`config.mk`:
```
export PLATFORM = sky130hd
export DESIGN_NAME = sflash_x
export DESIGN_NICKNAME = d
export VERILOG_FILES = /design/src/rtl/sflash_x.sv
export SDC_FILE = /design/constraint.sdc
export NUM_CORES = 1
export LEC_CHECK = 0
export CAP_MARGIN = 20
export CORE_MARGIN = 2
export CORE_UTILIZATION = 60
export CTS_CLUSTER_SIZE = 20
export DETAILED_ROUTE_END_ITERATION = 8
export DONT_BUFFER_PORTS = 1
export PLACE_DENSITY_LB_ADDON = 0.08
export SLEW_MARGIN = 20
export SYNTH_ARGS = -nofsm -noshare
export SYNTH_HDL_FRONTEND = slang
export SYNTH_SLANG_ARGS = --single-unit
export TNS_END_PERCENT = 50
```
`constraint.sdc`:
```
create_clock -name clk -period 2.9 [get_ports clk]
set_input_delay 0.29 -clock clk [delete_from_list [all_inputs] [get_ports clk]]
set_output_delay 0.29 -clock clk [all_outputs]
set_load 0.03 [all_outputs]
```
`src/rtl/sflash_x.sv`:
```
// sflash_x: SDR/dual/quad SPI flash byte engine with mode-3 SCLK and multiple chip selects.
// Define SFLASH_X_DUMMY_EN to build the dummy-cycle phase; otherwise `dummy` is ignored.
module sflash_x #(
  parameter int PRESCALE_W = 4,
  parameter int NCS        = 1
) (
  input  logic                  clk,
  input  logic                  arstn,
  output logic                  ready,
  input  logic                  wr,
  input  logic [7:0]            din,
  input  logic [2:0]            format,
  input  logic [3:0]            dummy,
  input  logic [NCS-1:0]        cs_mask,
  input  logic [PRESCALE_W-1:0] prescale,
  output logic [7:0]            dout,
  output logic                  dout_valid,
  output logic                  sclk,
  output logic [NCS-1:0]        cs_n,
  input  logic [3:0]            qdi,
  output logic [3:0]            qdo,
  output logic [3:0]            oe
);
  typedef enum logic [1:0] {IDLE, DUMMY, SHIFT, LAST} state_t;

  typedef struct packed {
    logic [2:0]            fmt;
    logic [PRESCALE_W-1:0] pre;
  } cfg_t;

  state_t                state;
  cfg_t                  cfg;
  logic [7:0]            sr;
  logic [3:0]            cnt;
  logic [PRESCALE_W-1:0] div;
  logic                  start;
  logic                  tick;
  logic [7:0]            sr_shifted;
  logic [3:0]            qdo_next;

`ifndef SFLASH_X_DUMMY_EN
  logic unused_dummy;
  assign unused_dummy = ^dummy;
`endif

  function automatic logic [3:0] groups(input logic [2:0] f);
    case (f[2:1])
      2'b01:   return 4'd8;
      2'b10:   return 4'd4;
      default: return 4'd2;
    endcase
  endfunction

  function automatic logic [3:0] shift_oe(input logic [2:0] f);
    case (f)
      3'b010, 3'b011: return 4'b0001;
      3'b100:         return 4'b0011;
      3'b110:         return 4'b1111;
      default:        return 4'b0000;
    endcase
  endfunction

  // CS follows the live format/mask so the host can hold it low across bytes.
  assign cs_n  = (format[2:1] != 2'b00) ? ~cs_mask : '1;
  assign start = (state == IDLE) && wr && (format[2:1] != 2'b00);
  assign tick  = ((state == DUMMY) || (state == SHIFT)) && (div == '0);

  always_comb begin
    sr_shifted = sr;
    qdo_next   = qdo;
    case (cfg.fmt[2:1])
      2'b01: begin
        sr_shifted  = {sr[6:0], qdi[1]};
        qdo_next[0] = sr[7];
      end
      2'b10: begin
        sr_shifted    = {sr[5:0], qdi[1:0]};
        qdo_next[1:0] = sr[7:6];
      end
      default: begin
        sr_shifted = {sr[3:0], qdi};
        qdo_next   = sr[7:4];
      end
    endcase
  end

  always_ff @(posedge clk or negedge arstn) begin
    if (!arstn) begin
      state      <= IDLE;
      cfg        <= '0;
      sr         <= '0;
      cnt        <= '0;
      div        <= '0;
      ready      <= 1'b1;
      sclk       <= 1'b1;
      qdo        <= '0;
      oe         <= '0;
      dout       <= '0;
      dout_valid <= 1'b0;
    end else begin
      dout_valid <= 1'b0;
      case (state)
        IDLE: begin
          if (start) begin
            sr    <= din;
            cfg   <= '{fmt: format, pre: prescale};
            div   <= prescale;
            ready <= 1'b0;
`ifdef SFLASH_X_DUMMY_EN
            if (dummy != 4'd0) begin
              state <= DUMMY;
              cnt   <= dummy;
            end else
`endif
            begin
              state <= SHIFT;
              cnt   <= groups(format);
              oe    <= shift_oe(format);
            end
          end
        end
        DUMMY, SHIFT: begin
          if (!tick) begin
            div <= div - 1'b1;
          end else begin
            div  <= cfg.pre;
            sclk <= ~sclk;
            if (sclk) begin
              // falling toggle: present the next group; dummy periods leave qdo alone
              if (state == SHIFT) qdo <= qdo_next;
            end else begin
              if (state == SHIFT) sr <= sr_shifted;
              if (cnt != 4'd1) begin
                cnt <= cnt - 1'b1;
              end else if (state == SHIFT) begin
                state <= LAST;
                oe    <= '0;
              end
`ifdef SFLASH_X_DUMMY_EN
              else begin
                state <= SHIFT;
                cnt   <= groups(cfg.fmt);
                oe    <= shift_oe(cfg.fmt);
              end
`endif
            end
          end
        end
        LAST: begin
          dout       <= sr;
          dout_valid <= 1'b1;
          ready      <= 1'b1;
          state      <= IDLE;
        end
        default: state <= IDLE;
      endcase
    end
  end
endmodule

```
### Word level (Yosys, flattened, before mapping)

Index checks and enable logic that the tools add are counted.

| word-level totals | value |
|---|---|
| bits in latches | 0 |
| memory bits (read-only) | 0 |
| register bits after elaboration | 44 |
| memories | 0 |
| RAM bits | 0 |
| output and inout bits | 20 |
| bits of input ports | 27 |
| logic and storage cells | 95 |

| cells by class | value |
|---|---|
| reduce and logical (&&, ||, !) cells | 23 |
| divide/modulo/power cells | 0 |
| order comparisons | 0 |
| equality and inequality tests | 18 |
| shifts and indexed selects | 0 |
| mux-type cells | 34 |
| add/sub/neg operators | 2 |
| bitwise logic cells | 4 |
| multiply operators | 0 |

Operators by type and width:

| operator | count |
|---|---|
| 4-bit two-way mux | 11 |
| 8-bit two-way mux | 4 |
| 4-bit one-hot mux with 2 select lines | 4 |
| 8-bit one-hot mux with 2 select lines | 2 |
| 5-bit AND reduction | 5 |
| 2-bit != test (second input constant) | 6 |
| 4-bit one-hot mux with 3 select lines | 1 |
| 2-bit two-way mux | 5 |
| 2-bit equality test (second input constant) | 4 |
| 2-bit AND reduction | 4 |
| 4-bit by 1-bit subtractor with 4-bit output (second input constant) | 2 |
| 2-bit by 1-bit equality test with 1-bit output (second input constant) | 3 |
| 3-bit by 2-bit equality test with 1-bit output (second input constant) | 2 |
| 3-bit equality test (second input constant) | 2 |
| 1-bit one-hot mux with 2 select lines | 3 |
| 2-bit one-hot mux with 3 select lines | 1 |
| 6-bit AND reduction | 1 |
| 2-bit nonzero test | 3 |
| 2-bit OR reduction | 3 |
| 4-bit logical NOT | 1 |
| 4-bit by 1-bit != test with 1-bit output (second input constant) | 1 |
| 1-bit NOT | 4 |
| 4-bit AND reduction | 1 |
| 1-bit logical AND | 3 |
| 3 further kinds | 5 |

### Longest topological paths before layout

Gate-level depths: netlist of run 1.

| logic depth | value |
|---|---|
| word-level depth | 6 |
| mapped depth | 8 |
| depth with buffers taken out | 6 |

### Worst setup path before layout of run 1

No wires, ideal clock.

| timing | value |
|---|---|
| path type | register to register |
| from | register div[0] |
| to | register sr[0] |
| stages on the path, launching flop included | 6 |
| data required time | 2775 ps |
| arrival | 1896 ps |
| slack | 879 ps |
| setup time | 125 ps |
| buffers on the path | 0 |
| period minus slack after synthesis | 2021 ps |
| path through | dfrtp_1 > inv_1 > ha_1 > or4b_4 > a221oi_4 > mux2_2 |

| between the ends | value |
|---|---|
| longest elaborated chain between the ends | 4 |

Ends and longest elaborated chain:

| element | RTL line | RTL |
|---|---|---|
| from (decl) | 35 | `logic [PRESCALE_W-1:0] div;` |
| from (signal assigned) | 107 | `div <= prescale;` |
| from (signal assigned) | 124 | `div <= div - 1'b1;` |
| from (signal assigned) | 126 | `div <= cfg.pre;` |
| 4-bit logical NOT | 66 | `assign tick = ((state == DUMMY) \|\| (state == SHIFT)) && (div == '0);` |
| 1-bit logical AND | 66 |  |
| 2-bit != test (no source line) | - |  |
| 5-bit AND reduction (no source line) | - |  |
| to (signal assigned) | 105 | `sr <= din;` |
| to (signal assigned) | 132 | `if (state == SHIFT) sr <= sr_shifted;` |
| to (decl) | 33 | `logic [7:0] sr;` |

No other way between the ends.
A chain may end at the register's enable or synchronous reset.

### Worst setup path in the final report of run 1

| timing | value |
|---|---|
| from | register state[0] |
| to | register oe[1] |

| between the ends | value |
|---|---|
| longest elaborated chain between the ends | 5 |
| elaborated cells on any way between the ends | 16 |
| classes of those cells | 7 x eq/ne; 1 x mux; 8 x reduce/logical |

Ends and longest elaborated chain:

| element | RTL line | RTL |
|---|---|---|
| from (decl) | 31 | `state_t state;` |
| from (signal assigned) | 89 | `state <= IDLE;` |
| from (signal assigned) | 116 | `state <= SHIFT;` |
| from (signal assigned) | 136 | `state <= LAST;` |
| 2-bit by 1-bit equality test with 1-bit output, or another cell as far along | 66, 102 |  |
| 1-bit logical OR or 1-bit logical AND (tied branches) | 66, 65 |  |
| 1-bit logical AND (on tied branches) | 66, 65 |  |
| 2-bit != test (no source line) | - |  |
| 6-bit AND reduction (no source line) | - |  |
| to (signal assigned) | 118 | `oe <= shift_oe(format);` |
| to (decl) | 22 | `output logic [3:0] oe` |

Several ways; a longest one is shown, not always the timed one.

==> results of run 1 <==
## per-layer routing
layer  vias up  track usage  part of all wire
met3        10       0.0591             0.056
met2        47        0.337              0.46
met4         0       0.0867             0.019
met5         -            0                 0
met1       823        0.339              0.47
li1        803            -                 -
## power breakdown
part	leakage, nW	internal (mW)	total, mW	switching, mW
clock	0.0683	0.345	0.563	0.218
sequential	0.497	0.887	1.36	0.473
combinational	0.558	0.837	1.81	0.972
## worst paths after layout
kind	end	slack, ns	cells after the start
worst max-delay path	oe[1]	0.58	6
worst min-delay path	oe[2]	0.12	2
worst max register to register	oe[1]	0.58	6
worst min register to register	cfg[2]	0.51	1
max in group asynchronous	sclk	2.19	2
min in group asynchronous	dout[7]	0.45	2
## synth_stat cells (6+ instances only)
cell        n  area [um2]
a221oi_1    6        52.6
nand2_1    14        52.6
o21ai_0    16        80.1
dfrtp_1    40        1000
inv_1      15        56.3
a2bb2oi_1   7        61.3
ha_1       15         188
nor2_1     17        63.8
mux2_2     21         236
mux2i_1     6        60.1
clkbuf_1    6        22.5
## cells by family after synthesis
logic type | count (synthesis) | synth area share
XOR/XNOR | 2 | 0.00734
AO/OA/AOI/OAI | 57 | 0.178
flip-flops | 42 | 0.441
AND/OR/NAND/NOR | 55 | 0.118
buffers and inverters | 25 | 0.0524
multiplexers | 27 | 0.124
adder cells (fa/ha/maj) | 15 | 0.0786
## repair_timing
action,in CTS,in global routing
endpoints found under the hold margin,42,0
hold buffers,2,0
setup endpoints to repair,0,0
resized for setup,0,0
## final cells by class
cell class / instances / area [um2] / area share
inverters: 15 / 56.3 / 0.0220
well taps: 48 / 60.1 / 0.0234
clock buffers: 5 / 68.8 / 0.0269
repair buffers: 4 / 45.0 / 0.0176
multi-input cells: 156 / 1210 / 0.472
flip-flops and latches: 42 / 1050 / 0.411
clock inverters: 3 / 68.8 / 0.0269
## registers in the layout, summed over array words and instances, names as in the netlist
name and count:
div 4, qdo 4, sclk 1, oe 3, sr 8, dout_valid 1
dout 8, ready 1, cfg 6, cnt 4, state 2
## metrics by stage
stage,cell area [um2],util,instances,setup WS [ns],hold WS (ns)
after floorplan,2390,-,223,0.879,-0.00559
after global placement,2390,0.639,263,0.659,-0.00456
after CTS,2560,0.684,273,0.565,0.112
after global routing,2560,0.684,273,0.391,0.103
after detailed placement,2390,0.639,263,0.554,-0.00446
final,2560,0.684,273,0.583,0.119
## worst max-delay path, cell delays in order (launching register included)
cell	delay, ns
dfrtp_1	0.41
inv_1	0.10
ha_1	0.53
or2b_2	0.39
nand2_1	0.23
nand3_1	0.23
mux2_2	0.32
==> qor.txt, run 1 <==
Total Power: 3.73 mW
Post-Syn Area: 2390 um2
chip width: 67.1 um
core area: 3740 um2
first-pass GRT wire length: 7.83 mm
RSZ-0062 raised after global routing: false
Vias/cell: 6.16
critical path peak fanout: 14
Routed WL: 4.75 mm
RePlAce Congestion: 0.822
post-DR wirelength/cell: 17.4 um
crit path from: state[0]
CP endpoint kind: flip-flop
Via Count: 1683
Max clock buf depth: 2
Crit Path Class: flip-flop to flip-flop
CTS tree: yes
most common flop cell mapped by yosys: dfrtp_1
CTS sink count: 42
Max Cap Viol: 0
EDFF count, synth: 0
commonest non-fill, non-tap cells in the layout: 40 x dfrtp_1, 21 x mux2_2, 17 x nor2_1, 16 x o21ai_0
FF+latch count, synth: 42
post-synthesis sequential area ratio: 0.441
site row count: 22
Initial Utilization: 0.638
Cell variety after synth: 43
Max-slew headroom: 0.624
area growth from synthesis to layout: 7.29%
leakage power: 1.12 nW
period utilization: 0.799
# setup viols final: 0
largest net degree at the start of global routing: 43
Setup Fix Bufs, Post-CTS: 0
CTS Root Cell: clkbuf_8
yosys warns: 0
IO buf count: 0
final hold violations: 0
fill count: 288
Final ANT Viol Nets: 0
drt drc: 0
# H-tree levels: 2
Clock Latency Late Sink: 0.30 ns
CTS Buf Count: 5
GRT Total Usage: 0.235
status: complete, no violations
maximum VDD drop: 729 uV
count of pins over their slew limit: 0
drt pass-1 iters: 4
initial DRC count: 136
crit start category: flip-flop
IO Count: 47
DP HPWL: 3.34 mm
Hold/Removal Path Class: primary input to flip-flop
Die Y: 67.1 um
average size of a mapped cell: 10.7 um2
Gate Count Post-Synth: 223
initial antenna violation count: 0
Slew @ Worst Pin: 0.564 ns
final setup TNS: 0 ns
PD cells: 1460 nW/um2
asr flop ratio synth: 1.00
# diodes: 0
commonest non-fill, non-tap cell in the layout: dfrtp_1
net total in the final layout: 266
Syn Nets: 265
Max Freq: 432 MHz
share of layout cells above drive strength 1: 0.204
gr ovfl total: 0
vias in the first global route: 1625
Hold Startpoint: format[1]
Crit path arrival time: 2.51 ns
Die ar.: 4500 um2
worst reg2reg path startpoint: state[0]
min cycle time layout: 2.32 ns
CTS clk-pin slew, worst paths: 0.08 ns
clk_skew: 0.00577 ns
worst endpoint required time: 3.09 ns
Power figures use the tool's default switching activity.
==> run 2, diff against run 1 <==
- CORE_UTILIZATION: 60 -> 57
- clock period: 2.9 -> 1.86 ns (I/O delays scaled with it)
==> run 2 against run 1 <==
Against the previous run: the flow now finishes with violations (setup timing); utilization rose by 3.8 points; register-to-register slack got worse by 0.74 ns; final cell count grew 14%; die area rose by 4.9%; clock skew shrank 0.00098 ns; sequential power rose by 54%; worst hold slack got worse by 0.11 ns; count of clock-buffer cells in the layout increased by 1; flip-flop and latch count stayed put; largest cell class unchanged.
==> qor.txt, run 2 (synthesis gave the netlist of run 1 again) <==
CP endpoint kind: flip-flop
worst reg2reg path startpoint: div[0]
chip width: 68.7 um
internal reg-to-reg setup slack: -0.16 ns
Clock Latency Late Sink: 0.30 ns
Clock power frac: 0.108
IO buf count: 0
biggest regs: dout: 8 flops, sr: 8 flops, cfg: 6 flops
PD cells: 2330 nW/um2
FF-to-FF End: sr[0]
Crit Path Class: flip-flop to flip-flop
area growth from synthesis to layout: 21.9%
RePlAce Congestion: 0.833
crit path from: div[0]
sequential power share: 0.308
Vias/cell: 5.90
Finished Core Util: 0.722
DP Worst Slack: -0.171 ns
Hold Startpoint: format[1]
Routed WL: 5.58 mm
Max Freq: 495 MHz
leakage power: 1.30 nW
CTS tree: yes
worst endpoint required time: 2.05 ns
largest net degree at the start of global routing: 43
worst hold slack: 0.0104 ns
net total in the final layout: 302
Via Count: 1834
drt pass-1 iters: 4
violated checks: setup timing
CTS Buf Count: 5
share of layout cells above drive strength 1: 0.360
Internal: 3.82 mW
R2R depth: 6
# setup viols final: 11
GRT Total Usage: 0.268
period utilization: 1.09
net load switching power: 2.97 mW
critical path peak fanout: 5
post-DR wirelength/cell: 17.9 um
Initial Utilization: 0.593
hold depth: 2
commonest non-fill, non-tap cells in the layout: 40 x dfrtp_1, 34 x buf_4, 19 x mux2_2, 15 x o21ai_0
vias in the first global route: 1921
Slew @ Worst Pin: 0.562 ns
maximum VDD drop: 1270 uV
crit start category: flip-flop
CTS Root Cell: clkbuf_8
count of pins over their slew limit: 0
core area: 4030 um2
Die Y: 68.7 um
Hold Path End: oe[2]
DP HPWL: 3.94 mm
Max Cap Viol: 0
CTS clk-pin slew, worst paths: 0.08 ns
Max-slew headroom: 0.625
CTS sink count: 42
Die ar.: 4720 um2
initial DRC count: 144
# H-tree levels: 2
Hold/Removal Path Class: primary input to flip-flop
IO Count: 47
part of the power in combinational logic: 0.584
final hold violations: 0
Final WS setup: -0.158 ns
min cycle time layout: 2.02 ns
Crit path arrival time: 2.21 ns
initial antenna violation count: 0
RSZ-0062 raised after global routing: true
Max clock buf depth: 2
clk_skew: 0.00480 ns
status: finished, violations left
sw frac: 0.438
commonest non-fill, non-tap cell in the layout: dfrtp_1
first-pass GRT wire length: 9.21 mm
site row count: 23
# diodes: 0
gr ovfl total: 0
Final ANT Viol Nets: 0
drt drc: 0
[run 2: layout make-up]
class                      count  area, um2
timing repair buffer          40        343
multi-input combinational    156       1280
inverter                      15       56.3
sequential                    42       1050
tap                           50       62.6
fill                         305       1120
clock buffer                   6       72.6
clock inverter                 2       37.5
[run 2: worst max-delay path by stage]
stage / end / slack (ns)
finish: sr[0] / -0.16
CTS: sr[0] / -0.14
global route: sr[1] / -0.21
floorplan: sr[0] / -0.08
detailed placement: sr[3] / -0.17
global placement: sr[3] / -0.10
[run 2: per-layer routing]
layer / vias up / part of all wire / track usage
li1: 874 / - / -
met1: 902 / 0.42 / 0.346
met2: 51 / 0.51 / 0.441
met3: 7 / 0.054 / 0.0487
met4: 0 / 0.015 / 0.115
met5: - / 0 / 0
[run 2: repair_timing]
action,4_1_cts,5_1_grt
pin swaps,3,2
hold buffers,2,0
gates cloned,1,0
hold endpoints to repair,42,0
setup endpoints to repair,15,15
resized for setup,8,9
buffers inserted,4,1
[run 2: per-stage QoR]
step / instances / power [mW] / setup TNS, ns / area [um2]
after floorplan: 223 / 4.52 / -0.311 / 2410
after CTS: 310 / 6.60 / -0.817 / 2860
after detailed placement: 295 / 5.57 / -1.33 / 2650
final: 311 / 6.79 / -1.01 / 2910
after global routing: 311 / 7.27 / -1.88 / 2910
after global placement: 295 / 5.38 / -0.641 / 2650
[run 2: power by group through the flow]
stage                     clock network (mW)  logic (mW)  registers, mW
final                                  0.732        3.97           2.09
after global routing                   0.775        4.34           2.15
after CTS                              0.741        3.80           2.06
after detailed placement                   0        3.50           2.07
after global placement                     0        3.34           2.05
after floorplan                            0        2.50           2.02
[run 2: critical path, cell delays in order, from the launching register on]
cell and delay, ns:
dfrtp_1 0.40, inv_2 0.09, ha_4 0.14, or4b_4 0.50, a221oi_4 0.33, buf_12 0.16
mux2_4 0.29
